## config.mk

```make
export PLATFORM = sky130hd
export DESIGN_NAME = wave_sequencer
export DESIGN_NICKNAME = d
export VERILOG_FILES = /design/src/rtl/wave_sequencer.sv
export SDC_FILE = /design/constraint.sdc
export NUM_CORES = 1
export LEC_CHECK = 0
export CAP_MARGIN = 30
export CELL_PAD_IN_SITES_DETAIL_PLACEMENT = 0
export CELL_PAD_IN_SITES_GLOBAL_PLACEMENT = 1
export CORE_MARGIN = 5
export CORE_UTILIZATION = 29
export DETAILED_ROUTE_END_ITERATION = 10
export PLACE_DENSITY_LB_ADDON = 0.1
export SKIP_LAST_GASP = 1
export SYNTH_ARGS = -nofsm -noshare
export SYNTH_HDL_FRONTEND = slang
export SYNTH_SLANG_ARGS = --single-unit
```

## constraint.sdc

```tcl
create_clock -name clk -period 2.65 [get_ports clk]
set_clock_uncertainty 0.2 [all_clocks]
set_input_delay 0.795 -clock clk [delete_from_list [all_inputs] [get_ports clk]]
set_output_delay 0.795 -clock clk [all_outputs]
set_load 0.03 [all_outputs]
```

## src/rtl/wave_sequencer.sv

```systemverilog
// wave_sequencer
//   Steps a single waveform generator through a programmable table of
//   segments. Each segment supplies an amplitude, a prescaler and a run
//   length counted in generator output periods (returns of gen_data to 0).
//
// Ports
//   clk, rst_n        system clock, asynchronous active-low reset
//   cfg_we/cfg_addr   segment table write strobe and index
//   cfg_amplitude     segment amplitude
//   cfg_prescaler     segment prescaler
//   cfg_cycles        periods to run the segment (0 = skip)
//   cfg_last          segment terminates the list
//   start             begin the sequence at segment 0 (level, sampled in IDLE)
//   stop              abort the sequence, highest priority
//   loop_en           restart at segment 0 after the last segment
//   gen_data          generator output sample
//   gen_ena           generator enable (high only while a segment runs)
//   gen_amplitude     generator amplitude (holds its last value in IDLE)
//   gen_prescaler     generator prescaler (holds its last value in IDLE)
//   busy              high in every state except IDLE
//   seg_idx           current segment index
//   done              one-cycle pulse on normal completion
module wave_sequencer #(
  parameter int unsigned NUM_SEG = 4,
  parameter int unsigned SEG_W   = 2,
  parameter int unsigned DW      = 16,
  parameter int unsigned CW      = 16
) (
  input  logic             clk,
  input  logic             rst_n,
  input  logic             cfg_we,
  input  logic [SEG_W-1:0] cfg_addr,
  input  logic [DW-1:0]    cfg_amplitude,
  input  logic [DW-1:0]    cfg_prescaler,
  input  logic [CW-1:0]    cfg_cycles,
  input  logic             cfg_last,
  input  logic             start,
  input  logic             stop,
  input  logic             loop_en,
  input  logic [DW-1:0]    gen_data,
  output logic             gen_ena,
  output logic [DW-1:0]    gen_amplitude,
  output logic [DW-1:0]    gen_prescaler,
  output logic             busy,
  output logic [SEG_W-1:0] seg_idx,
  output logic             done
);

  typedef enum logic [1:0] {
    ST_IDLE,
    ST_LOAD,
    ST_RUN,
    ST_NEXT
  } state_e;

  localparam logic [SEG_W-1:0] SEG_LAST = SEG_W'(NUM_SEG - 1);

  // Segment table
  logic [DW-1:0] tbl_amp_q [NUM_SEG];
  logic [DW-1:0] tbl_amp_d [NUM_SEG];
  logic [DW-1:0] tbl_pre_q [NUM_SEG];
  logic [DW-1:0] tbl_pre_d [NUM_SEG];
  logic [CW-1:0] tbl_cyc_q [NUM_SEG];
  logic [CW-1:0] tbl_cyc_d [NUM_SEG];
  logic          tbl_last_q [NUM_SEG];
  logic          tbl_last_d [NUM_SEG];

  // Sequencer state and the working copy of the active segment
  state_e           state_q, state_d;
  logic [SEG_W-1:0] seg_idx_q, seg_idx_d;
  logic [DW-1:0]    gen_amplitude_q, gen_amplitude_d;
  logic [DW-1:0]    gen_prescaler_q, gen_prescaler_d;
  logic [CW-1:0]    cycles_q, cycles_d;
  logic             last_q, last_d;
  logic [CW-1:0]    cnt_q, cnt_d;
  logic [DW-1:0]    prev_data_q, prev_data_d;
  logic             ran_flag_q, ran_flag_d;
  logic             done_q, done_d;

  logic             load_req;
  logic [SEG_W-1:0] load_idx;
  logic             wrap;
  logic [CW-1:0]    cnt_inc;

  // Table writes are accepted in every state; the running segment works
  // from its own copy, so rewriting it only matters at its next load.
  always_comb begin
    tbl_amp_d  = tbl_amp_q;
    tbl_pre_d  = tbl_pre_q;
    tbl_cyc_d  = tbl_cyc_q;
    tbl_last_d = tbl_last_q;
    if (cfg_we) begin
      tbl_amp_d[cfg_addr]  = cfg_amplitude;
      tbl_pre_d[cfg_addr]  = cfg_prescaler;
      tbl_cyc_d[cfg_addr]  = cfg_cycles;
      tbl_last_d[cfg_addr] = cfg_last;
    end
  end

  // A period ends when the sample falls back to zero from a non-zero value.
  assign wrap    = (prev_data_q != '0) && (gen_data == '0);
  assign cnt_inc = (&cnt_q) ? cnt_q : cnt_q + CW'(1);

  always_comb begin
    state_d         = state_q;
    seg_idx_d       = seg_idx_q;
    gen_amplitude_d = gen_amplitude_q;
    gen_prescaler_d = gen_prescaler_q;
    cycles_d        = cycles_q;
    last_d          = last_q;
    cnt_d           = cnt_q;
    prev_data_d     = prev_data_q;
    ran_flag_d      = ran_flag_q;
    done_d          = 1'b0;
    load_req        = 1'b0;
    load_idx        = '0;

    unique case (state_q)
      ST_IDLE: begin
        if (start && !stop) begin
          state_d    = ST_LOAD;
          load_req   = 1'b1;
          load_idx   = '0;
          ran_flag_d = 1'b0;
        end
      end

      ST_LOAD: begin
        cnt_d       = '0;
        prev_data_d = gen_data;
        if ((gen_amplitude_q == '0) || (cycles_q == '0)) begin
          state_d = ST_NEXT;
        end else begin
          state_d    = ST_RUN;
          ran_flag_d = 1'b1;
        end
      end

      ST_RUN: begin
        prev_data_d = gen_data;
        if (wrap) begin
          cnt_d = cnt_inc;
          if (cnt_inc == cycles_q) begin
            state_d = ST_NEXT;
          end
        end
      end

      ST_NEXT: begin
        if (last_q || (seg_idx_q == SEG_LAST)) begin
          // A pass that ran nothing never loops, so an empty table terminates.
          if (loop_en && ran_flag_q) begin
            state_d    = ST_LOAD;
            load_req   = 1'b1;
            load_idx   = '0;
            ran_flag_d = 1'b0;
          end else begin
            state_d = ST_IDLE;
            done_d  = 1'b1;
          end
        end else begin
          state_d  = ST_LOAD;
          load_req = 1'b1;
          load_idx = seg_idx_q + SEG_W'(1);
        end
      end

      default: state_d = ST_IDLE;
    endcase

    if ((state_q != ST_IDLE) && stop) begin
      state_d  = ST_IDLE;
      load_req = 1'b0;
      done_d   = 1'b0;
    end

    // The entry is captured on the edge into LOAD so the generator already
    // sees the new amplitude/prescaler during LOAD while gen_ena is low.
    if (load_req) begin
      seg_idx_d       = load_idx;
      gen_amplitude_d = tbl_amp_q[load_idx];
      gen_prescaler_d = tbl_pre_q[load_idx];
      cycles_d        = tbl_cyc_q[load_idx];
      last_d          = tbl_last_q[load_idx];
    end
  end

  always_ff @(posedge clk or negedge rst_n) begin
    if (!rst_n) begin
      for (int unsigned i = 0; i < NUM_SEG; i++) begin
        tbl_amp_q[i]  <= '0;
        tbl_pre_q[i]  <= '0;
        tbl_cyc_q[i]  <= '0;
        tbl_last_q[i] <= 1'b0;
      end
      state_q         <= ST_IDLE;
      seg_idx_q       <= '0;
      gen_amplitude_q <= '0;
      gen_prescaler_q <= '0;
      cycles_q        <= '0;
      last_q          <= 1'b0;
      cnt_q           <= '0;
      prev_data_q     <= '0;
      ran_flag_q      <= 1'b0;
      done_q          <= 1'b0;
    end else begin
      tbl_amp_q       <= tbl_amp_d;
      tbl_pre_q       <= tbl_pre_d;
      tbl_cyc_q       <= tbl_cyc_d;
      tbl_last_q      <= tbl_last_d;
      state_q         <= state_d;
      seg_idx_q       <= seg_idx_d;
      gen_amplitude_q <= gen_amplitude_d;
      gen_prescaler_q <= gen_prescaler_d;
      cycles_q        <= cycles_d;
      last_q          <= last_d;
      cnt_q           <= cnt_d;
      prev_data_q     <= prev_data_d;
      ran_flag_q      <= ran_flag_d;
      done_q          <= done_d;
    end
  end

  assign gen_ena       = (state_q == ST_RUN);
  assign busy          = (state_q != ST_IDLE);
  assign gen_amplitude = gen_amplitude_q;
  assign gen_prescaler = gen_prescaler_q;
  assign seg_idx       = seg_idx_q;
  assign done          = done_q;

endmodule

```

==> results_dict.tcl, run 1 <==
set metrics [dict create \
    vias_per_cell 4.942 \
    comb_power_share 0.293 \
    fin_ws_ns -0.2737 \
    maxCapViolCount 0 \
    wl_per_cell_microns 20.23 \
    clock_sinks 283 \
    wl_met3_microns 1451 \
    overflow 0 \
    synth.area.top_cells "dfrtp_1, mux2_2, nand2_1, a31oi_1, o22ai_1" \
    grt_max_degree 51 \
    antenna_left 0 \
    violations "setup timing" \
    synth_edf_count 0 \
    cts_tree "built" \
    area_growth_syn_to_layout_pct 31.99 \
    sw_frac_of_total 0.3145 \
    drt_iter0_markers 365 \
    fin_util 0.3860 \
    power.switching_mw 4.933 \
    htree_num_levels 2 \
    nFillCells 4388 \
    cp.arrival_ns 3.12 \
    firstDrtPassIters 5 \
    slew_headroom 0.6667 \
    worst_pin_slew_ns 0.4999 \
    cp-start-kind "flip-flop" \
    status "finished, violations left" \
    r2r_setup_slack_ns -0.27 \
    slowest_delay_ns 0.53 \
    syn_area_sq_um 12900 \
    p_per_area_nw_per_um2 921.0 \
    drive_gt1_frac 0.3778 \
    yosysSeqAreaShare 0.5489 \
    syn_area_per_cell_sq_um 12.28 \
    die_h_microns 220.9 \
    clockBufferDepth 3 \
    synth_nets 1130 \
    cp_slowest_cell "or4_4" \
    critPathKind "flip-flop to flip-flop" \
    netlist_instances 1051 \
    min_path_type "flip-flop to flip-flop" \
    setup_viol 2 \
    synth_top_cell_by_area "dfrtp_1" \
    grt_pass1_wl_microns 59850 \
    crit_chain "buf_4 > and4_4 > nand3_4 > or4_4 > a211o_4 > a2111oi_4 > mux2i_1 > o211ai_1" \
    max_freq_mhz 342.0 \
    pwr-share-clk 0.313 \
    multi_input_area_sq_um 5703 \
    nets 1323 \
    antennaDiodeCount 0 \
    dp_cells 1787 \
    synthDominantCellAreaShare 0.5489 \
    yosysWarnings 0 \
    top_layer "met5" \
    ys_ff_latch 283 \
    cts-buffers-inserted 36 \
    seq_area_sq_um 7083 \
    worstPathMaxFanout 8 \
    synthTopCellsByCount "dfrtp_1, mux2_2, nand2_1" \
    hold_viol_final 0 \
    io_buffers 109 \
    gr-usage-all-layers 0.1531 \
    core_sq_um 44120 \
    yosysUniqueCellTypes 60 \
    start_util 0.2924 \
    wl_microns 37620 \
    drcViolationCount 0 \
    num_rows 77 \
    seq_power_share 0.394 \
    period_share 1.103 \
    num_vias 9192 \
    min_period_ns 2.924 \
    synthArstFlopShare 1.000 \
    synthFlopType "dfrtp_1" \
    p_int_mw 10.75 \
    power_mw 15.68 \
    insertion_delay_ns 0.54 \
    clk_pin_slew_ns 0.06 \
    ioPinCount 110 \
    critPathTopFamily "compound AO/OA/AOI/OAI gates" \
    holdWs_ns 0.3018 \
    gp_congestion 0.8134 \
    die_x_microns 220.9 \
    m1WireLength_microns 18100 \
    critPathBufInv 1 \
    yosysMostFrequentCell "dfrtp_1" \
    dp_hpwl_microns 24110 \
    final_cells 1860 \
    wl_met2_microns 17330 \
    antenna_found_initial 2 \
    ir_worst_vdd_mv 0.6071 \
    cts-root-buf "clkbuf_16" \
    rsz0062_at_grt "true" \
    grt_pass1_vias 9893 \
    end_kind "flip-flop" \
    p_leak_nw 7.257 \
    cp.required_ns 2.85 \
    finalMaxSlewViolations 0 \
    dieArea_sq_um 48810 \
]
==> per-stage QoR <==
| step | setup TNS (ns) | instance area [sq um] | setup slack, ns |
|---|---|---|---|
| floorplan | -0.1913 | 12960 | -0.1913 |
| global placement | -25.68 | 15580 | -0.8290 |
| detailed placement | -26.68 | 15580 | -0.8592 |
| CTS | -0.3735 | 16900 | -0.2388 |
| global route | -0.8381 | 17030 | -0.3891 |
| finish | -0.4456 | 17030 | -0.2737 |
==> worst register-to-register path, delay by kind of cell, from the launching register on <==
| family | cells | cell delay (ns) |
|---|---|---|
| AO/OA/AOI/OAI | 3 | 0.91 |
| multiplexers | 1 | 0.23 |
| flip-flops | 1 | 0.39 |
| AND/OR/NAND/NOR | 3 | 0.87 |
| buffers and inverters | 1 | 0.19 |
==> layout make-up <==
type / instances / share of cell area
clock buffers: 51 / 0.06274
clock inverters: 11 / 0.006980
inverters: 9 / 0.001984
multi-input cells: 691 / 0.3349
flip-flops and latches: 283 / 0.4159
well taps: 592 / 0.04349
repair buffers: 223 / 0.1340
==> cells by family (layout without fill, tap and decap cells) <==
group,Yosys count,after routing,share of synthesized area
flip-flops,283,283,0.5489
multiplexers,270,270,0.2349
AND/OR/NAND/NOR,222,222,0.08524
AO/OA/AOI/OAI,177,177,0.08980
adder cells (fa/ha/maj),6,6,0.005818
XOR/XNOR,16,16,0.01086
buffers and inverters,77,294,0.02453
==> per-layer routing <==
layer,vias up,global-route usage
met5,-,0
li1,4284,-
met1,4697,0.2139
met2,155,0.2438
met4,4,0.04182
met3,52,0.03088
==> layout by cell type (no fill, tap or decap), types with 4 or more instances in the layout <==
cell             count
buf_4               87
dlygate4sd2_1        9
clkinv_2             6
xor2_1               6
nand4_1             10
a21oi_1             15
xnor2_1             10
buf_12              22
buf_6                5
mux2i_1              8
and3_1               6
dlymetal6s2s_1      21
ha_1                 4
nand2b_1             4
a211oi_1             4
clkbuf_8             9
clkbuf_1             5
a31oi_1             62
nor2_1              19
dfrtp_1            282
mux2_2             262
o22ai_1             49
nand2_1            116
nor4_1              12
inv_1                9
o21ai_0             16
nand3_1              5
clkbuf_16           37
clkdlybuf4s50_1     76
nor4_2               6
nor3_1               6
==> final timing paths <==
check / to / start / cells after the start
setup / recovery: state_q[1] / cnt_q[5] / 8
hold / removal: tbl_pre_q[58] / tbl_pre_q[58] / 1
setup reg to reg: state_q[1] / cnt_q[5] / 8
hold reg to reg: tbl_pre_q[58] / tbl_pre_q[58] / 1
max in group asynchronous: tbl_amp_q[22] / rst_n / 3
min in group asynchronous: done / rst_n / 2
==> flip-flops by register name, summed over array words and instances, names as in the netlist, 4 cells and up <==
name           flops
cnt_q             16
cycles_q          16
gen_amplitude     16
gen_prescaler     16
prev_data_q       16
tbl_amp_q         64
tbl_cyc_q         64
tbl_last_q         4
tbl_pre_q         64
==> repair_timing <==
item / 4_1_cts / 5_1_grt
endpoints found under the setup margin: 13 / 65
gates resized for setup: 34 / 34
hold buffers: 1 / 0
buffers inserted: 6 / 5
endpoints found under the hold margin: 34 / 0
pin swaps: 12 / 13
==> power by group through the flow <==
| stage | Combinational [mW] | Clock, mW | Sequential, mW |
|---|---|---|---|
| floorplan | 2.37 | 0 | 6.54 |
| global placement | 4.66 | 0 | 6.26 |
| detailed placement | 4.66 | 0 | 6.27 |
| CTS | 4.67 | 5.08 | 6.19 |
| global route | 4.99 | 5.25 | 6.32 |
| finish | 4.59 | 4.91 | 6.18 |
No activity file was read; power rests on OpenSTA's default activity.
==> inputs of run 2 (changes only) <==
--- a/config.mk
+++ b/config.mk
@@ -13,6 +13,7 @@
 export DETAILED_ROUTE_END_ITERATION = 10
 export PLACE_DENSITY_LB_ADDON = 0.1
 export SKIP_LAST_GASP = 1
+export SLEW_MARGIN = 20
 export SYNTH_ARGS = -nofsm -noshare
 export SYNTH_HDL_FRONTEND = slang
 export SYNTH_SLANG_ARGS = --single-unit
==> results of run 2 <==
Final layout, timing and power as in run 1 (identical DEF).
